==> config.mk <==
export PLATFORM = sky130hd
export DESIGN_NAME = sc_mul_seq_ctrl
export DESIGN_NICKNAME = d
export VERILOG_FILES = /design/src/rtl/sc_pkg.sv /design/src/rtl/cntwithen.sv /design/src/rtl/sc_mul_seq_ctrl.sv
export SDC_FILE = /design/constraint.sdc
export NUM_CORES = 1
export LEC_CHECK = 0
export CELL_PAD_IN_SITES_DETAIL_PLACEMENT = 1
export CELL_PAD_IN_SITES_GLOBAL_PLACEMENT = 1
export CORE_MARGIN = 2
export CORE_UTILIZATION = 44
export CTS_BUF_LIST = sky130_fd_sc_hd__clkbuf_4 sky130_fd_sc_hd__clkbuf_8
export DETAILED_ROUTE_END_ITERATION = 6
export GPL_ROUTABILITY_DRIVEN = 0
export GPL_TIMING_DRIVEN = 1
export PLACE_DENSITY = 0.8
export REMOVE_ABC_BUFFERS = 1
export SYNTH_ARGS = -nofsm -noshare
export SYNTH_HDL_FRONTEND = slang
export SYNTH_SLANG_ARGS = --single-unit
==> constraint.sdc <==
create_clock -name iClk -period 3.29 [get_ports iClk]
set_input_delay 0.658 -clock iClk [delete_from_list [all_inputs] [get_ports iClk]]
set_output_delay 0.658 -clock iClk [all_outputs]
set_load 0.05 [all_outputs]
==> src/rtl/sc_pkg.sv <==
// Shared definitions for the stochastic-computing multiply sequencer.
package sc_pkg;

  localparam int STATE_W = 2;

  typedef enum logic [STATE_W-1:0] {
    IDLE  = 2'd0,
    CLEAR = 2'd1,
    RUN   = 2'd2,
    DONE  = 2'd3
  } state_e;

endpackage

==> src/rtl/cntwithen.sv <==
// Up-counter with synchronous clear (priority) and count enable.
module cntwithen #(
  parameter int WIDTH = 9
) (
  input  logic             iClk,
  input  logic             iRstN,
  input  logic             iEn,
  input  logic             iClr,
  output logic [WIDTH-1:0] oCnt
);

  logic [WIDTH-1:0] cnt_q, cnt_d;

  always_comb begin
    cnt_d = cnt_q;
    if (iClr)
      cnt_d = '0;
    else if (iEn)
      cnt_d = cnt_q + WIDTH'(1);
  end

  always_ff @(posedge iClk or negedge iRstN) begin
    if (!iRstN)
      cnt_q <= '0;
    else
      cnt_q <= cnt_d;
  end

  assign oCnt = cnt_q;

endmodule

==> src/rtl/sc_mul_seq_ctrl.sv <==
// Sequencer for one stochastic-computing multiply pass: clears/enables the RNGs,
// counts product ones and returns unipolar count and bipolar value via valid/ready.
module sc_mul_seq_ctrl
  import sc_pkg::*;
#(
  parameter int BITWIDTH = 8
) (
  input  logic                       iClk,
  input  logic                       iRstN,
  input  logic                       iStart,
  output logic                       oReady,
  input  logic [BITWIDTH:0]          iLen,
  input  logic                       iAbort,
  output logic                       oRngClr,
  output logic                       oRngEn,
  input  logic                       iBit,
  output logic                       oValid,
  input  logic                       iReady,
  output logic [BITWIDTH:0]          oOnes,
  output logic signed [BITWIDTH+1:0] oBipolar
);

  localparam int CW = BITWIDTH + 1;
  localparam int BW = BITWIDTH + 2;

  state_e               state_q, state_d;
  logic [CW-1:0]        len_q, len_d;
  logic signed [BW-1:0] bip_q, bip_d;
  logic [CW-1:0]        cyc_cnt;
  logic [CW-1:0]        ones_cnt;
  logic                 last_run;

  // 2*ones - L in two's complement; the doubled term may wrap but the difference is exact.
  function automatic logic signed [BW-1:0] to_bipolar(input logic [CW-1:0] ones,
                                                     input logic [CW-1:0] len);
    return $signed({ones, 1'b0}) - $signed({1'b0, len});
  endfunction

  cntwithen #(.WIDTH(CW)) u_cyc_cnt (
    .iClk  (iClk),
    .iRstN (iRstN),
    .iEn   (oRngEn),
    .iClr  (oRngClr),
    .oCnt  (cyc_cnt)
  );

  cntwithen #(.WIDTH(CW)) u_ones_cnt (
    .iClk  (iClk),
    .iRstN (iRstN),
    .iEn   (oRngEn & iBit),
    .iClr  (oRngClr),
    .oCnt  (ones_cnt)
  );

  assign last_run = (state_q == RUN) && (cyc_cnt == len_q - CW'(1));

  always_ff @(posedge iClk or negedge iRstN) begin
    if (!iRstN) begin
      state_q <= IDLE;
      len_q   <= '0;
      bip_q   <= '0;
    end else begin
      state_q <= state_d;
      len_q   <= len_d;
      bip_q   <= bip_d;
    end
  end

  always_comb begin
    state_d = state_q;
    len_d   = len_q;
    bip_d   = bip_q;
    case (state_q)
      IDLE: begin
        // Abort also suppresses a same-cycle start.
        if (iStart && !iAbort) begin
          state_d = CLEAR;
          len_d   = (iLen == '0) ? CW'(1 << BITWIDTH) : iLen;
        end
      end
      CLEAR: state_d = iAbort ? IDLE : RUN;
      RUN: begin
        if (iAbort)
          state_d = IDLE;
        else if (last_run) begin
          state_d = DONE;
          bip_d   = to_bipolar(ones_cnt + CW'(iBit), len_q);
        end
      end
      DONE: begin
        if (iAbort || iReady)
          state_d = IDLE;
      end
      default: state_d = IDLE;
    endcase
  end

  // Results are exposed only while valid so an aborted pass never leaks a partial count.
  always_comb begin
    oReady   = (state_q == IDLE);
    oRngClr  = (state_q == CLEAR);
    oRngEn   = (state_q == RUN);
    oValid   = (state_q == DONE);
    oOnes    = oValid ? ones_cnt : '0;
    oBipolar = oValid ? bip_q : '0;
  end

endmodule
==> summary.md, run 1 <==
| Metric | Value |
|---|---|
| Syn. warnings | `0` |
| Post-synthesis sequential area ratio | `35.3%` |
| Hold WC Path Type | `in -> async` |
| Clock power frac | `17.6%` |
| PwrDens | `719 nW/µm²` |
| Net Sw Frac | `42.9%` |
| Most used cell, CP | `ha_1` |
| DR iter-0 viols | `91` |
| Via count | `2198` |
| Final Power | `0.00239 W` |
| Reg-to-Reg Start | `len_q[1]` |
| Commonest non-fill, non-tap cell in the layout | `dfrtp_1` |
| IO Port Bufs | `37` |
| Setup crit end kind | `flop` |
| Status | `complete, no violations` |
| Final setup violation count | `0` |
| Setup bufs post-CTS | `0` |
| Fin nets | `354` |
| Period minus WS final | `3.09 ns` |
| H-Tree Depth | `2` |
| Maximum clock frequency | `324 MHz` |
| Slew @ Worst Pin | `0.911 ns` |
| Initial antenna violation count | `0` |
| CTS clk-pin slew, worst paths | `0.08 ns` |
| Share of cells above drive strength 1 | `13.4%` |
| Final period util | `93.8%` |
| HPWL reported at the end of detailed placement | `5270 µm` |
| Worst skew pair latency | `0.29 ns` |
| DRT antenna net count | `0` |
| Crit-path cells | `clkdlybuf4s50_1, ha_1, ha_1, ha_1, a21o_1, a21oi_1, o21ai_0, o41ai_1, xnor2_1, mux2_4` |
| Largest net degree at the start of global routing | `40` |
| Synth cell types | `45` |
| All-layer global routing usage | `21.8%` |
| Gr ovfl total | `0` |
| Area of the mapped netlist | `2760 µm²` |
| Total core area | `5990 µm²` |
| Fillers | `688` |
| Vias per inst | `5.54` |
| Starting density of the core | `46.1%` |
| Unrepaired setup endpoints after global routing | `false` |
| Post-synth ARST share | `100%` |
| CTS tree | `done` |
| Routed len/inst | `17.7 µm` |
| Vias in the first global route | `2328` |
| Crit path launch | `iBit` |
| DIE WIDTH | `83.2 µm` |
| P&R area growth vs syn | `20.5%` |
| Final count of pins violating max slew | `0` |
| Die area | `6930 µm²` |
| VDD IR max | `0.321 mV` |
| Max-cap viol count | `0` |
| NetSw | `0.00103 W` |
| DRC viols | `0` |
| Io pins | `38` |
| Critical path class | `in -> reg` |
| CP max stage delay | `0.44 ns` |
| Buffer and inverter count on the worst path | `1` |
| Slowest stage cell on the critical path | `clkdlybuf4s50_1` |
| Worst EP arrival | `3.27 ns` |
| Top cells by area, synth | `dfrtp_1 35%, ha_1 7.7%, mux2_4 5.4%` |
| Combinational fraction of design power | `50.7%` |
| R2r setup slk | `0.29 ns` |
| 1st-pass router iterations | `4` |
| N_diodes | `0` |
| Hold slack | `0.491 ns` |
| Max Clock Skew | `0.00688 ns` |
| R2r endpoint | `bip_q[2]` |
| Top_reg_cell synth | `dfrtp_1` |
| P_int | `0.00137 W` |
| CP max FO | `2` |
| Final wirelength | `7030 µm` |
| Startpoint Class | `primary input` |
| Slew HR | `39.2%` |
| Leak Pwr | `1.47 nW` |
| Part of the power in registers | `31.7%` |
| # clock sinks | `39` |
| FF+latch count, synth | `39` |
| CTS Buffer Depth | `2` |
| CTS root buffer | `clkbuf_8` |
| Worst path top cell family by delay | `compound AO/OA/AOI/OAI gates` |
| Row count | `28` |
| Hold Fails Final Rpt | `0` |
| Synth Instances | `285` |
| First-pass GRT wire length | `12100 µm` |
| Synth top area share | `35.3%` |
| Height of the die | `83.2 µm` |
| Commonest non-fill, non-tap cells in the layout | `39 x dfrtp_1, 36 x clkdlybuf4s50_1, 20 x and2_1` |
| Post-CTS Hold Buffers | `0` |
| Largest area contributor in the netlist | `dfrtp_1` |
| Number of cells on the worst reg-to-reg path | `8` |
| Mean Syn Cell Area | `9.69 µm²` |
| Post-synth EDFFs | `0` |
| CP required | `3.47 ns` |
| CTS resizes | `0` |
| TritonCTS buffer count | `5` |
==> metrics by stage <==
stage	cell area [µm²]	utilization (%)	setup TNS, ns	setup slack (ns)	cells
after floorplan	2710	-	0	0.570	272
after global placement	3210	53.6	0	0.0782	389
after detailed placement	3210	53.6	-0.0127	-0.0105	389
after CTS	3330	55.6	0	0.215	397
after global routing	3330	55.6	0	0.0561	397
final	3330	55.6	0	0.203	397
==> metal layers <==
metal  track usage (%)  part of all wire, %  vias to the layer above
met5                 0                    0                        -
met4              6.26                  1.8                        0
met3              3.68                  2.8                       12
met2              35.6                   48                       40
met1              29.6                   47                     1078
li1                  -                    -                     1068
==> worst register-to-register path, delay by kind of cell, from the launching register on <==
family / cells / cell delay (ns)
and+or+nand+nor: 3 / 1.16
AOI/OAI and AO/OA: 2 / 0.47
DFF: 1 / 0.42
muxes: 1 / 0.34
adders and majority gates: 1 / 0.33
buffers and inverters: 1 / 0.17
==> registers in the layout, indices dropped and copies added (netlist names) <==
| name | count |
|---|---|
| u_ones_cnt.oCnt | 9 |
| len_q | 9 |
| u_cyc_cnt.oCnt | 9 |
| bip_q | 10 |
| state_q | 2 |
==> Yosys cell counts, types with 2 or more instances <==
| cell | number |
|---|---|
| nand3_1 | 7 |
| nand3b_1 | 2 |
| o2111a_1 | 2 |
| nor3b_1 | 2 |
| o211ai_1 | 2 |
| or2_2 | 2 |
| a21o_1 | 4 |
| xor2_1 | 15 |
| mux2i_1 | 2 |
| xnor2_1 | 17 |
| mux2_2 | 10 |
| o21ai_0 | 9 |
| a21oi_1 | 19 |
| and2_1 | 20 |
| mux2_4 | 10 |
| nor2_1 | 17 |
| o22ai_1 | 4 |
| nor4_1 | 3 |
| nand2b_1 | 2 |
| clkbuf_1 | 13 |
| nand4_1 | 8 |
| nand2_1 | 11 |
| dfrtp_1 | 39 |
| ha_1 | 17 |
| nor3_1 | 4 |
| or3_1 | 7 |
| a31oi_1 | 2 |
| inv_1 | 18 |
==> power groups by stage <==
stage                     clock [W]  sequential (W)  combinational [W]
final                      0.000421        0.000758            0.00121
after global routing       0.000450        0.000780            0.00135
after floorplan                   0        0.000716           0.000867
after detailed placement          0        0.000764            0.00121
after CTS                  0.000431        0.000757            0.00123
after global placement            0        0.000760            0.00115
==> cell families (layout without fill, tap and decap cells) <==
| group | Yosys count | after routing | synth area share [%] |
|---|---|---|---|
| buffers and inverters | 31 | 68 | 4.21 |
| flip-flops | 39 | 39 | 35.3 |
| AO/OA/AOI/OAI | 53 | 53 | 13.2 |
| multiplexers | 22 | 22 | 10.2 |
| adder cells (fa/ha/maj) | 18 | 18 | 8.42 |
| AND/OR/NAND/NOR | 90 | 90 | 18.5 |
| XOR/XNOR | 32 | 32 | 10.1 |
==> worst max-delay path by stage <==
| stage | endpoint | slack [ns] | depth (start not counted) |
|---|---|---|---|
| global placement | bip_q[8] | 0.08 | 10 |
| floorplan | bip_q[0] | 0.57 | 8 |
| finish | bip_q[8] | 0.20 | 10 |
| global route | bip_q[8] | 0.06 | 10 |
| CTS | oBipolar[8] | 0.22 | 3 |
| detailed placement | bip_q[8] | -0.01 | 10 |
==> area by class of cell <==
| cell class | count | area (µm²) | area share, % |
|---|---|---|---|
| well taps | 75 | 93.8 | 2.82 |
| flip-flops and latches | 39 | 976 | 29.3 |
| clock inverters | 2 | 35.0 | 1.05 |
| repair buffers | 42 | 403 | 12.1 |
| inverters | 18 | 67.6 | 2.03 |
| multi-input cells | 215 | 1670 | 50.2 |
| clock buffers | 6 | 82.6 | 2.48 |
(Power assumes the default switching activity.)
==> run 2, diff against run 1 <==
Settings changed: CORE_UTILIZATION 44 to 40, PLACE_DENSITY 0.8 to 0.77.
Clock period 3.29 ns to 2.75 ns, I/O delays scaled along.
==> summary.md, run 2 (synthesis gave the netlist of run 1 again) <==
| Metric | Value |
|---|---|
| P&R area growth vs syn | `28.4%` |
| Fillers | `775` |
| Met1 WL | `3440 µm` |
| CTS tree | `done` |
| IO Port Bufs | `37` |
| Top Metal Used | `met4` |
| Worst skew pair latency | `0.30 ns` |
| Period minus WS final | `2.68 ns` |
| Critical path class | `reg -> reg` |
| Hold Fails Final Rpt | `0` |
| DIE WIDTH | `87.1 µm` |
| CTS clk-pin slew, worst paths | `0.08 ns` |
| Slowest stage cell on the critical path | `or4b_4` |
| Final setup violation count | `0` |
| Max-cap viol count | `0` |
| Max Clock Skew | `0.00837 ns` |
| Setup crit end kind | `flop` |
| Crit-path cells | `inv_2, ha_4, or4b_4, or3_4, a32oi_4, o2111ai_4, nor2_4, mux2_4` |
| Io pins | `38` |
| Starting density of the core | `40.9%` |
| Leak Pwr | `1.63 nW` |
| Maximum clock frequency | `374 MHz` |
| Initial antenna violation count | `0` |
| PwrDens | `885 nW/µm²` |
| Routed len/inst | `18.2 µm` |
| CP required | `2.93 ns` |
| Height of the die | `87.1 µm` |
| First-pass GRT wire length | `12400 µm` |
| Pre-CTS setup slack | `-0.436 ns` |
| Worst EP arrival | `2.86 ns` |
| TritonCTS buffer count | `5` |
| DR iter-0 viols | `61` |
| Status | `complete, no violations` |
| Largest net degree at the start of global routing | `40` |
| DRT antenna net count | `0` |
| Gr ovfl total | `0` |
| Final wirelength | `7670 µm` |
| N_diodes | `0` |
| Commonest non-fill, non-tap cells in the layout | `44 x buf_4, 39 x dfrtp_1, 20 x and2_1` |
| Total placed cells including tap cells | `411` |
| Commonest non-fill, non-tap cell in the layout | `buf_4` |
| Final Util | `52.5%` |
| Via count | `2324` |
| Startpoint Class | `flop` |
| Max reg flops | `10` |
| Die area | `7590 µm²` |
| Total core area | `6760 µm²` |
| CP max stage delay | `0.49 ns` |
| Final worst setup slack | `0.0749 ns` |
| WL met3 | `156 µm` |
| Fin nets | `374` |
| CTS Buffer Depth | `2` |
| Share of cells above drive strength 1 | `27.8%` |
| Slew HR | `39.6%` |
| All-layer global routing usage | `21.0%` |
| DRC viols | `0` |
| Vias per inst | `5.51` |
| Row count | `30` |
| 1st-pass router iterations | `4` |
| HPWL reported at the end of detailed placement | `5460 µm` |
| CP max FO | `5` |
| # clock sinks | `39` |
| VDD IR max | `0.388 mV` |
| Routed length on met2 | `3920 µm` |
| Final count of pins violating max slew | `0` |
| Slew @ Worst Pin | `0.907 ns` |
| Biggest register | `bip_q` |
| Vias in the first global route | `2484` |
| Final period util | `97.3%` |
| Layout Cells excl Fill | `422` |
| Hold WC Path Type | `in -> async` |
| CTS root buffer | `clkbuf_8` |
| H-Tree Depth | `2` |
run 2: cell types whose count changed in the layout (fill, tap and decap cells not counted), moves of 2 or more:
cell / delta
buf_4: +39
clkdlybuf4s50_1: -21
ha_1: -3
ha_4: +2
inv_1: -2
inv_2: +2
nand3_1: -2
nor2_4: +2
run 2: worst max-delay path, delay by kind of cell, from the launching register on:
family          cells  cell delay [ns]
compound gates      2             0.48
fa+ha+maj           1             0.13
mux                 1             0.32
buf+inv             1             0.08
flops               1             0.39
simple gates        3             1.16
run 2: cell type report:
class | instances | area, µm² | area share (%)
well taps | 80 | 100 | 2.82
inverters | 18 | 67.6 | 1.90
flip-flops and latches | 39 | 976 | 27.5
clock buffers | 6 | 76.3 | 2.15
multi-input cells | 216 | 1770 | 50.0
clock inverters | 2 | 60.1 | 1.69
repair buffers | 61 | 494 | 13.9
run 2: worst paths after layout:
path	startpoint	end	slack, ns	cells after the start
hold / removal	iRstN	u_cyc_cnt.oCnt[5]	0.38	1
max in group asynchronous	iRstN	bip_q[5]	1.80	1
hold reg to reg	bip_q[2]	bip_q[2]	0.51	1
min in group iClk	bip_q[2]	bip_q[2]	0.51	1
setup / recovery	len_q[0]	bip_q[9]	0.07	8
setup reg to reg	len_q[0]	bip_q[9]	0.07	8
run 2: timing repair:
| item | CTS | global route |
|---|---|---|
| cloned | 0 | 1 |
| endpoints found under the setup margin | 3 | 10 |
| hold buffers | 0 | 0 |
| pin swaps | 4 | 5 |
| gates resized for setup | 13 | 6 |
| buffers inserted | 0 | 2 |
run 2: routing by layer:
metal,vias to the layer above,track usage [%]
met5,-,0
met1,1173,27.4
met4,0,6.57
li1,1107,-
met2,33,36.3
met3,11,2.75
run 2: per-stage QoR:
| stage | TNS (ns) | total power [W] | cell area [µm²] | hold WS [ns] |
|---|---|---|---|---|
| after floorplan | 0 | 0.00189 | 2710 | 0.254 |
| after global placement | -1.17 | 0.00238 | 3290 | 0.490 |
| after detailed placement | -1.56 | 0.00246 | 3290 | 0.488 |
| after CTS | 0 | 0.00308 | 3490 | 0.425 |
| after global routing | -0.00279 | 0.00336 | 3550 | 0.464 |
| final | 0 | 0.00314 | 3550 | 0.380 |
run 2: where the power goes:
part	switching, W	internal (W)	total, W
registers	0.000181	0.000704	0.000885
logic	0.000894	0.000773	0.00167
clock network	0.000214	0.000373	0.000587
